--- config.mk ---
export PLATFORM = sky130hd
export DESIGN_NAME = mhd_stream_monitor
export DESIGN_NICKNAME = d
export VERILOG_FILES = /design/src/rtl/mhd_stream_monitor.sv
export SDC_FILE = /design/constraint.sdc
export NUM_CORES = 1
export LEC_CHECK = 0
export ABC_AREA = 1
export BUFFER_PORTS_ARGS = -buffer_cell sky130_fd_sc_hd__clkbuf_2
export CAP_MARGIN = 10
export CORE_UTILIZATION = 54
export CTS_CLUSTER_DIAMETER = 150
export DETAILED_ROUTE_END_ITERATION = 8
export PLACE_DENSITY_LB_ADDON = 0.05
export SYNTH_ARGS = -nofsm -noshare
export SYNTH_HDL_FRONTEND = slang
export SYNTH_SLANG_ARGS = --single-unit
--- constraint.sdc ---
create_clock -name clk -period 6.07 [get_ports clk]
set_clock_uncertainty 0.05 [all_clocks]
set_input_delay 0.607 -clock clk [delete_from_list [all_inputs] [get_ports clk]]
set_output_delay 0.607 -clock clk [all_outputs]
set_load 0.02 [all_outputs]
--- src/rtl/mhd_stream_monitor.sv ---
// Streaming popcount(a^b) checker with running error statistics; 2-stage pipeline.
// Latency 2 edges from accept to out_valid; in_ready is combinational and stalls stage 1 while stage 2 is held.
module mhd_stream_monitor #(
   parameter int WIDTH = 8,
   parameter int MHD   = 1,
   parameter int CNT_W = 16,
   localparam int HD_W = $clog2(WIDTH + 1)
) (
   input  logic             clk,
   input  logic             rst_n,
   input  logic             clear,
   input  logic             in_valid,
   output logic             in_ready,
   input  logic [WIDTH-1:0] a,
   input  logic [WIDTH-1:0] b,
   output logic             out_valid,
   input  logic             out_ready,
   output logic [HD_W-1:0]  out_hd,
   output logic             out_viol,
   output logic [CNT_W-1:0] sample_cnt,
   output logic [CNT_W-1:0] viol_cnt,
   output logic [HD_W-1:0]  max_hd,
   output logic             err_sticky
);

   localparam logic [31:0]      MHD_U   = 32'(MHD);
   localparam logic [CNT_W-1:0] CNT_MAX = '1;

   logic             s1_vld_q, s1_vld_d;
   logic [WIDTH-1:0] diff_q, diff_d;
   logic             s2_vld_q, s2_vld_d;
   logic [HD_W-1:0]  hd_q, hd_d;
   logic             viol_q, viol_d;
   logic [CNT_W-1:0] sample_cnt_q, sample_cnt_d;
   logic [CNT_W-1:0] viol_cnt_q, viol_cnt_d;
   logic [HD_W-1:0]  max_hd_q, max_hd_d;
   logic             err_sticky_q, err_sticky_d;

   logic            s2_load, s1_adv, consume;
   logic [HD_W-1:0] pop;

   always_comb begin
      s2_load = !s2_vld_q || out_ready;
      s1_adv  = s2_load || !s1_vld_q;
      consume = s2_vld_q && out_ready;

      s1_vld_d     = s1_vld_q;
      diff_d       = diff_q;
      s2_vld_d     = s2_vld_q;
      hd_d         = hd_q;
      viol_d       = viol_q;
      sample_cnt_d = sample_cnt_q;
      viol_cnt_d   = viol_cnt_q;
      max_hd_d     = max_hd_q;
      err_sticky_d = err_sticky_q;

      pop = '0;
      for (int i = 0; i < WIDTH; i++) begin
         pop = pop + HD_W'(diff_q[i]);
      end

      if (s1_adv) begin
         s1_vld_d = in_valid;
         if (in_valid) begin
            diff_d = a ^ b;
         end
      end

      if (s2_load) begin
         s2_vld_d = s1_vld_q;
         if (s1_vld_q) begin
            hd_d   = pop;
            // With MHD >= WIDTH this compare can never be true.
            viol_d = 32'(pop) > MHD_U;
         end
      end

      // clear takes priority over a consume in the same cycle.
      if (clear) begin
         sample_cnt_d = '0;
         viol_cnt_d   = '0;
         max_hd_d     = '0;
         err_sticky_d = 1'b0;
      end else if (consume) begin
         if (sample_cnt_q != CNT_MAX) begin
            sample_cnt_d = sample_cnt_q + CNT_W'(1);
         end
         if (viol_q && (viol_cnt_q != CNT_MAX)) begin
            viol_cnt_d = viol_cnt_q + CNT_W'(1);
         end
         if (hd_q > max_hd_q) begin
            max_hd_d = hd_q;
         end
         err_sticky_d = err_sticky_q | viol_q;
      end
   end

   always_ff @(posedge clk or negedge rst_n) begin
      if (!rst_n) begin
         s1_vld_q     <= 1'b0;
         diff_q       <= '0;
         s2_vld_q     <= 1'b0;
         hd_q         <= '0;
         viol_q       <= 1'b0;
         sample_cnt_q <= '0;
         viol_cnt_q   <= '0;
         max_hd_q     <= '0;
         err_sticky_q <= 1'b0;
      end else begin
         s1_vld_q     <= s1_vld_d;
         diff_q       <= diff_d;
         s2_vld_q     <= s2_vld_d;
         hd_q         <= hd_d;
         viol_q       <= viol_d;
         sample_cnt_q <= sample_cnt_d;
         viol_cnt_q   <= viol_cnt_d;
         max_hd_q     <= max_hd_d;
         err_sticky_q <= err_sticky_d;
      end
   end

   assign in_ready   = s1_adv;
   assign out_valid  = s2_vld_q;
   assign out_hd     = hd_q;
   assign out_viol   = viol_q;
   assign sample_cnt = sample_cnt_q;
   assign viol_cnt   = viol_cnt_q;
   assign max_hd     = max_hd_q;
   assign err_sticky = err_sticky_q;

endmodule

==> out/summary.txt, run 1 <==
Status: finished, final reports clean
PnR worst setup slack: 3.02 ns
Worst Path Arrival: 3.22 ns
Chip width: 78.6 um
CTS Buffer Depth: 2
Final TNS setup: 0 ns
WS Path Type: register to register
Final Max Slew Viols: 0
F_max: 327 MHz
Crit-path max FO: 2
Die Y: 78.6 um
Worst Path Required: 6.24 ns
IO Port Bufs: 64
Clk sink count: 52
Final WL: 6920 um
First-pass GRT wire length: 12200 um
Most Used Layer, Global Route: met2
Tightest Hold Check Type: input pin to async pin
Clk Tree Root Cell: clkbuf_8
Core box area: 5570 um^2
Power Dens Cells: 255 nW/um^2
Die area: 6180 um^2
Hold-fix buffers, CTS: 0
Distinct cells, synth: 31
Fillers: 521
Setup violators final: 0
Final Cycle Share: 0.503
Largest stage delay, worst path: 0.53 ns
Most frequent cells in the layout: nand2_1 (142), clkbuf_2 (64), dfrtp_1 (52)
Minimum clock period: 3.05 ns
Antenna-violating nets left: 0
CP endpoint kind: register
Met2 GRT Util: 0.410
Avg Inst Size Synth: 7.50 um^2
TritonCTS clock tree: done
All-Layer GR Usage: 0.248
FF+latch count, synth: 52
Final Net Count: 520
Ratio of cells with drive above 1 in the final layout: 0.179
Syn Inst Count: 423
Antenna Cells: 0
Drt first pass iters: 4
Syn Nets: 457
Worst-path clk slew: 0.09 ns
Total number of vias: 2949
Slew HR: 0.559
Max-Cap Viols: 0
Initial DRC count: 165
Worst skew pair latency: 0.31 ns
Static leakage: 0.00180 uW
Most common cell after layout, fill and taps aside: nand2_1
Delay-heaviest family, CP: adder cells
Met1 Track Usage GR: 0.327
Crit-path slowest cell: fa_1
Cell row count: 27
Final hold vios: 0
Ys Warns: 0
Largest net degree at the start of global routing: 53
Placed wire-length estimate: 5020 um
Initial antenna violation count: 0
Place WS: 3.05 ns
Worst hold margin: 0.335 ns
Buffer count from post-CTS setup fixing: 0
RSZ-0062 raised after global routing: no
Number of buffers created by CTS: 5
Post_cts resized: 0
Synthesized area: 3170 um^2
Grt ovf: 0
DR WL/cell: 12.4 um
# DRC: 0
Seq/Total Area, Yosys: 0.410
Io pins: 65
Met3 Usage GRT: 0.0477
Post-route cell area: 3620 um^2
Dpl cell area: 3530 um^2
Startpoint Class: register
Area Growth Syn to Fin: 14.1%
Worst vdd ir: 0.000187 V
Worst-path cell chain: fa_1 -> inv_1 -> fa_1 -> fa_1 -> inv_1 -> ha_1 -> inv_1 -> fa_1 -> xor2_1 -> a32oi_1
Vias in the first global route: 2713
H-tree Lvls: 2
Initial Util: 0.569
Top cell by count, worst path: fa_1
Routability congestion estimate: 0.802
Worst-margin pin slew: 0.661 ns
Worst path bufs/invs: 3
Vias per cell: 5.28
## power by group
group | internal (uW) | switching [uW]
Combinational | 110 | 186
Clock | 93.3 | 110
Sequential | 385 | 39.0
Total | 588 | 335
## logic make-up (layout without fill, tap and decap cells)
group                      count (synthesis)  after routing  share of synthesized area
buffers and inverters                     51            115                     0.0690
and+or+nand+nor                          249            249                      0.344
DFF                                       52             52                      0.410
adders and majority gates                 13             13                     0.0608
xor gates and xnor gates                  15             15                     0.0414
AOI/OAI and AO/OA                         43             43                     0.0742
## final timing paths
path                                 from             to  slack, ns  cells past startpoint
min in group clk                diff_q[6]      diff_q[6]       0.44                      2
max in group asynchronous           rst_n      max_hd[2]       5.16                      2
worst min register to register  diff_q[6]      diff_q[6]       0.44                      2
worst max register to register  diff_q[0]       out_viol       3.02                     10
worst min-delay path                rst_n  sample_cnt[9]       0.34                      2
worst max-delay path            diff_q[0]       out_viol       3.02                     10
## state kept, by name (all words and copies together), names as in the netlist
name and count:
err_sticky 1, out_hd 4, out_valid 1, viol_cnt 16, max_hd 4, s1_vld_q 1
sample_cnt 16, diff_q 8, out_viol 1
## per-layer routing
layer  up-vias  wire length, um
met2        68             3350
met3         9              290
li1       1480                -
met4         0               82
met5         -                0
met1      1392             3190
## through the flow
| step | util | cells | power, uW |
|---|---|---|---|
| 2_1_floorplan | - | 423 | 637 |
| 3_5_place_dp | 0.633 | 551 | 731 |
| 3_3_place_gp | 0.633 | 551 | 717 |
| 5_1_grt | 0.649 | 559 | 998 |
| 6_report | 0.649 | 559 | 924 |
| 4_1_cts | 0.649 | 559 | 937 |
## Yosys cell counts
cell	n	share of area
nand2_1	142	0.17
dfrtp_1	52	0.41
nor2_1	47	0.056
inv_1	39	0.046
nand3_1	26	0.041
o21ai_0	23	0.036
nand4_1	19	0.037
ha_1	9	0.036
xnor2_1	9	0.025
a21oi_1	8	0.013
xor2_1	6	0.017
clkbuf_1	4	0.0047
fa_1	4	0.025
o21ai_1	4	0.0063
o21bai_1	4	0.0095
buf_6	3	0.011
inv_2	3	0.0036
nand2_2	3	0.0059
nor2_4	3	0.011
or2_2	3	0.0059
nand3b_1	2	0.0047
a31oi_1	1	0.0020
a32oi_1	1	0.0028
buf_2	1	0.0016
buf_4	1	0.0024
nand2_4	1	0.0036
nand3_2	1	0.0032
nor2_2	1	0.0020
nor2_8	1	0.0063
o211ai_1	1	0.0024
o21a_1	1	0.0024
## layout make-up
type | instances | area, um^2 | area share
well taps | 72 | 90.1 | 0.0249
inverters | 42 | 158 | 0.0436
clock buffers | 8 | 90.1 | 0.0249
multi-input cells | 320 | 1650 | 0.456
repair buffers | 65 | 328 | 0.0906
flip-flops and latches | 52 | 1300 | 0.360
(Power assumes the default switching activity.)
==> run 2: changes to the inputs <==
--- a/config.mk
+++ b/config.mk
@@ -5,10 +5,10 @@
 export SDC_FILE = /design/constraint.sdc
 export NUM_CORES = 1
 export LEC_CHECK = 0
-export ABC_AREA = 1
+export ABC_AREA = 0
 export BUFFER_PORTS_ARGS = -buffer_cell sky130_fd_sc_hd__clkbuf_2
 export CAP_MARGIN = 10
-export CORE_UTILIZATION = 54
+export CORE_UTILIZATION = 48
 export CTS_CLUSTER_DIAMETER = 150
 export DETAILED_ROUTE_END_ITERATION = 8
 export PLACE_DENSITY_LB_ADDON = 0.05
==> constraint.sdc (replaced) <==
create_clock -name clk -period 2.67 [get_ports clk]
set_clock_uncertainty 0.05 [all_clocks]
set_input_delay 0.267 -clock clk [delete_from_list [all_inputs] [get_ports clk]]
set_output_delay 0.267 -clock clk [all_outputs]
set_load 0.02 [all_outputs]
==> out/summary.txt, run 2 <==
Vias per cell: 5.15
Final Cycle Share: 1.16
Clk sink count: 52
Antenna Cells: 0
F_max: 323 MHz
Final hold vios: 0
Chip width: 78.2 um
Startpoint Class: register
Flop pwr share: 0.422
Most frequent cells in the layout: clkbuf_2 (64), dfrtp_1 (52), nor2_1 (42)
Most common cell after layout, fill and taps aside: clkbuf_2
Area Growth Syn to Fin: 19.8%
Status: finished with violations
Top cells by area, synth: dfrtp_1 (47%), xnor2_1 (6.3%), nor2_1 (5.7%)
DR WL/cell: 12.8 um
Failing checks: setup timing
Power, Total: 2260 uW
Cell row count: 27
Seq/Total Area, Yosys: 0.467
Slew HR: 0.495
Initial DRC count: 80
Final non-filler cell total: 425
Worst-path cell chain: fa_1 -> inv_1 -> fa_1 -> fa_2 -> inv_2 -> ha_4 -> inv_2 -> fa_2 -> inv_2 -> nand3_1 -> o21ai_1 -> a21oi_1 -> a21o_1
Largest stage delay, worst path: 0.53 ns
Dpl cell area: 3200 um^2
WS Path Type: register to register
Clk Tree Root Cell: clkbuf_8
Synthesized area: 2790 um^2
Drt first pass iters: 4
IO Port Bufs: 64
Static leakage: 0.00154 uW
Io pins: 65
Sw frac: 0.346
H-tree Lvls: 2
Avg Inst Size Synth: 9.84 um^2
Place WS: -0.449 ns
Vias in the first global route: 2066
DP Cell Count: 417
PnR worst setup slack: -0.426 ns
Worst r2r src: diff_q[0]
Tightest Hold Check Type: input pin to async pin
Worst-margin pin slew: 0.758 ns
Post-synth EDFFs: 0
CTS Buffer Depth: 2
Total number of vias: 2190
CP endpoint kind: register
Die Y: 78.2 um
Power Dens Cells: 678 nW/um^2
Die area: 6110 um^2
Worst skew pair latency: 0.30 ns
Worst Setup SP: diff_q[0]
FF+latch count, synth: 52
Crit-path slowest cell: fa_1
Final WL: 5460 um
Worst-path clk slew: 0.09 ns
Final Max Slew Viols: 0
Comb pwr share: 0.366
Worst Path Required: 2.81 ns
Placed wire-length estimate: 3980 um
Crit-path max FO: 2
Final Net Count: 387
TritonCTS clock tree: done
CP endpoint: out_viol
# DRC: 0
Antenna-violating nets left: 0
Ys flop type: dfrtp_1
Largest net degree at the start of global routing: 53
Top cell by count, worst path: inv_2
Number of buffers created by CTS: 5
Pint: 1480 uW
Switching power: 782 uW
Routability congestion estimate: 0.813
Initial antenna violation count: 0
Ys Warns: 0
Distinct cells, synth: 43
Syn Nets: 317
Async SR Flop Fraction: 1.00
Reg2reg path depth: 13
All-Layer GR Usage: 0.196
Top cell type's share of synthesized area: 0.467
RSZ-0062 raised after global routing: yes
Hold-fix buffers, CTS: 0
Worst vdd ir: 0.000390 V
Grt ovf: 0
Post-route cell area: 3340 um^2
Ratio of cells with drive above 1 in the final layout: 0.252
Commonest cells in the netlist: dfrtp_1 (52), nor2_1 (42), xnor2_1 (20), nand2_1 (19), inv_1 (17)
First-pass GRT wire length: 9520 um
Post-synth top area cell: dfrtp_1
Count leader, synth: dfrtp_1
Max-Cap Viols: 0
Core box area: 5540 um^2
Initial Util: 0.503
Minimum clock period: 3.10 ns
Clock power share: 0.212
Setup violators final: 4
Worst Path Arrival: 3.24 ns
Syn Inst Count: 283
Reg-to-Reg End: out_viol
Reg2reg setup slack: -0.43 ns
Worst hold margin: 0.00122 ns
## run 2: cell types whose count changed in the layout (fill, tap and decap cells not counted), sizes merged, moves of 10 or more
cell | before | now
nand4 | 19 | 8
nor3 | 0 | 12
xnor2 | 9 | 20
inv | 42 | 17
nand3 | 27 | 12
o21ai | 27 | 11
nand2 | 146 | 19
nor2 | 52 | 42
## run 2: cells by family (layout without fill, tap and decap cells)
group / count (synthesis) / count (layout) / share of synthesized area
muxes: 7 / 7 / 0.0256
DFF: 52 / 52 / 0.467
buffers and inverters: 22 / 92 / 0.0296
and+or+nand+nor: 121 / 121 / 0.233
xor gates and xnor gates: 32 / 32 / 0.101
adders and majority gates: 13 / 13 / 0.0692
AOI/OAI and AO/OA: 36 / 36 / 0.0750
## run 2: worst min-delay path by stage
stage	start	slack (ns)	cells after the start	end
final	rst_n	0.001	2	viol_cnt[13]
after global routing	rst_n	0.09	2	viol_cnt[12]
after CTS	rst_n	0.05	2	sample_cnt[13]
after detailed placement	rst_n	0.38	2	viol_cnt[8]
after global placement	rst_n	0.38	2	viol_cnt[9]
after floorplan	rst_n	-0.08	0	diff_q[0]
## run 2: routing by layer
layer  GRT usage  vias to the layer above  share of wire
met4      0.0556                        0         0.0068
met2       0.318                       49           0.47
met1       0.262                     1018           0.49
li1            -                     1119              -
met5           0                        -              0
met3      0.0430                        4          0.036
## run 2: area by class of cell
type / instances / area, um^2
fillers: 507 / 2200
flip-flops and latches: 52 / 1300
repair buffers: 68 / 354
clock buffers: 7 / 96.3
well taps: 72 / 90.1
inverters: 17 / 63.8
multi-input cells: 209 / 1430
## run 2: timing repair
item                                    CTS  global route
endpoints found under the setup margin    5             5
buffers inserted                          1             0
pin swaps                                 3             1
resized for setup                         8             2
hold endpoints to repair                  0             0
## run 2: critical path, delay by kind of cell (launching register included)
family                   cells  cell delay [ns]
adder cells (fa/ha/maj)      5             1.94
flip-flops                   1             0.40
AO/OA/AOI/OAI                3             0.32
buffers and inverters        4             0.22
AND/OR/NAND/NOR              1             0.06
## run 2: power by group through the flow
stage / sequential [uW] / clock, uW / combinational, uW
6_report: 956 / 480 / 827
5_1_grt: 971 / 526 / 922
4_1_cts: 958 / 499 / 803
3_5_place_dp: 971 / 0 / 738
3_3_place_gp: 969 / 0 / 716
2_1_floorplan: 1030 / 0 / 427
## run 2: metrics by stage
step	setup TNS (ns)	util
2_1_floorplan	-0.649	-
3_3_place_gp	-1.18	0.578
3_5_place_dp	-1.38	0.578
4_1_cts	-1.33	0.600
5_1_grt	-1.62	0.602
6_report	-1.23	0.602
==> run 3: changes to the inputs <==
--- a/config.mk
+++ b/config.mk
@@ -6,12 +6,14 @@
 export NUM_CORES = 1
 export LEC_CHECK = 0
 export ABC_AREA = 0
+export ABC_CLOCK_PERIOD_IN_PS = 2670
 export BUFFER_PORTS_ARGS = -buffer_cell sky130_fd_sc_hd__clkbuf_2
 export CAP_MARGIN = 10
+export CORE_MARGIN = 3
 export CORE_UTILIZATION = 48
 export CTS_CLUSTER_DIAMETER = 150
 export DETAILED_ROUTE_END_ITERATION = 8
-export PLACE_DENSITY_LB_ADDON = 0.05
+export PLACE_DENSITY = 0.75
 export SYNTH_ARGS = -nofsm -noshare
 export SYNTH_HDL_FRONTEND = slang
 export SYNTH_SLANG_ARGS = --single-unit
==> out/summary.txt, run 3 (same netlist as run 2, synthesis figures left out) <==
Failing checks: setup timing
Final Cycle Share: 1.16
Worst skew pair latency: 0.31 ns
Clk sink count: 52
Grt ovf: 0
Core box area: 5570 um^2
F_max: 323 MHz
Register area: 1300 um^2
Worst hold margin: 0.0182 ns
Crit-path max FO: 2
Final hold vios: 0
Post-route cell area: 3360 um^2
Final non-filler cell total: 427
Pint: 1540 uW
Status: finished with violations
Routability congestion estimate: 0.831
Io pins: 65
Largest stage delay, worst path: 0.54 ns
DP Cell Count: 417
Setup violators final: 4
Antenna Cells: 0
Largest net degree at the start of global routing: 53
Top cell by count, worst path: inv_2
Max-Cap Viols: 0
Cell row count: 27
Initial DRC count: 92
Number of buffers created by CTS: 5
IO Port Bufs: 64
Final WL: 5690 um
Place WS: -0.461 ns
Most frequent cells in the layout: clkbuf_2 (64), dfrtp_1 (52), nor2_1 (42)
Final Net Count: 388
RSZ-0062 raised after global routing: yes
Die Y: 82.2 um
Worst Path Arrival: 3.25 ns
Fillers: 490
Slew HR: 0.503
Most common cell after layout, fill and taps aside: clkbuf_2
CTS Buffer Depth: 2
Total number of vias: 2256
Comb pwr share: 0.364
Tightest Hold Check Type: input pin to async pin
WS Path Type: register to register
All-Layer GR Usage: 0.185
Startpoint Class: register
Worst-path clk slew: 0.09 ns
Worst Path Required: 2.83 ns
Area of the multi-input gates: 1430 um^2
Worst-margin pin slew: 0.745 ns
DR WL/cell: 13.3 um
Vias per cell: 5.28
H-tree Lvls: 2
Antenna-violating nets left: 0
Chip width: 82.2 um
Switching power: 798 uW
Dpl cell area: 3200 um^2
Ratio of cells with drive above 1 in the final layout: 0.254
Vias in the first global route: 2168
Clock power share: 0.228
Placed wire-length estimate: 4150 um
Hold-fix buffers, CTS: 0
Static leakage: 0.00155 uW
TritonCTS clock tree: done
Area Growth Syn to Fin: 20.6%
Initial antenna violation count: 0
Initial Util: 0.500
PnR worst setup slack: -0.427 ns
Die area: 6750 um^2
CP endpoint kind: register
Clk Tree Root Cell: clkbuf_8
Final Max Slew Viols: 0
First-pass GRT wire length: 9740 um
Worst vdd ir: 0.000355 V
Flop pwr share: 0.409
Crit-path slowest cell: fa_1
Worst-path cell chain: fa_1 -> inv_1 -> fa_1 -> fa_2 -> inv_2 -> ha_4 -> inv_2 -> fa_2 -> inv_2 -> nand3_1 -> o21ai_1 -> a21oi_1 -> a21o_1
Minimum clock period: 3.10 ns
Sw frac: 0.341
Drt first pass iters: 4
Power Dens Cells: 697 nW/um^2
# DRC: 0
[run 3: changes by cell type in the layout (fill, tap and decap cells not counted), sizes merged]
cell,before,now
buf,4,5
bufinv,0,1
clkbuf,71,70
clkinv,0,1
[run 3: layout make-up]
class,instances,area share
sequential,52,0.387
timing repair buffer,69,0.109
multi-input combinational,209,0.426
tap,72,0.0268
inverter,17,0.0190
clock buffer,6,0.0216
clock inverter,2,0.0104
[run 3: layer usage]
| metal | part of all wire | up-vias | global-route usage |
|---|---|---|---|
| met2 | 0.48 | 58 | 0.319 |
| met1 | 0.45 | 1077 | 0.235 |
| li1 | - | 1115 | - |
| met5 | 0 | - | 0 |
| met4 | 0.011 | 0 | 0.0498 |
| met3 | 0.057 | 6 | 0.0423 |
[run 3: power groups by stage]
| stage | clock, uW | combinational (uW) | sequential [uW] |
|---|---|---|---|
| floorplan | 0 | 427 | 1030 |
| global placement | 0 | 698 | 968 |
| detailed placement | 0 | 734 | 974 |
| CTS | 551 | 854 | 959 |
| global route | 584 | 960 | 972 |
| finish | 533 | 852 | 957 |
[run 3: timing repair]
| item | CTS | global route |
|---|---|---|
| resized for setup | 11 | 0 |
| setup endpoints to repair | 4 | 5 |
| pin swaps | 3 | 0 |
| setup buffers | 2 | 0 |
| cloned | 0 | 0 |
[run 3: final timing paths]
kind	cells after the start	slack, ns	endpoint	startpoint
setup / recovery	13	-0.43	out_viol	diff_q[0]
hold / removal	2	0.02	viol_cnt[13]	rst_n
setup reg to reg	13	-0.43	out_viol	diff_q[0]
hold reg to reg	2	0.48	diff_q[0]	diff_q[0]
max in group asynchronous	2	2.11	viol_cnt[0]	rst_n
min in group clk	2	0.11	s1_vld_q	in_valid
[run 3: critical path: cells and delay by family (launching register included)]
kind | cells | cell delay, ns
AND/OR/NAND/NOR | 1 | 0.07
flip-flops | 1 | 0.41
buffers and inverters | 4 | 0.24
adder cells (fa/ha/maj) | 5 | 1.94
AO/OA/AOI/OAI | 3 | 0.32
[run 3: per-stage QoR]
| stage | total power [uW] | TNS [ns] | utilization |
|---|---|---|---|
| after floorplan | 1460 | -0.649 | - |
| after global placement | 1670 | -0.965 | 0.574 |
| after detailed placement | 1710 | -1.31 | 0.574 |
| after CTS | 2360 | -1.39 | 0.602 |
| after global routing | 2520 | -1.95 | 0.602 |
| final | 2340 | -1.37 | 0.602 |
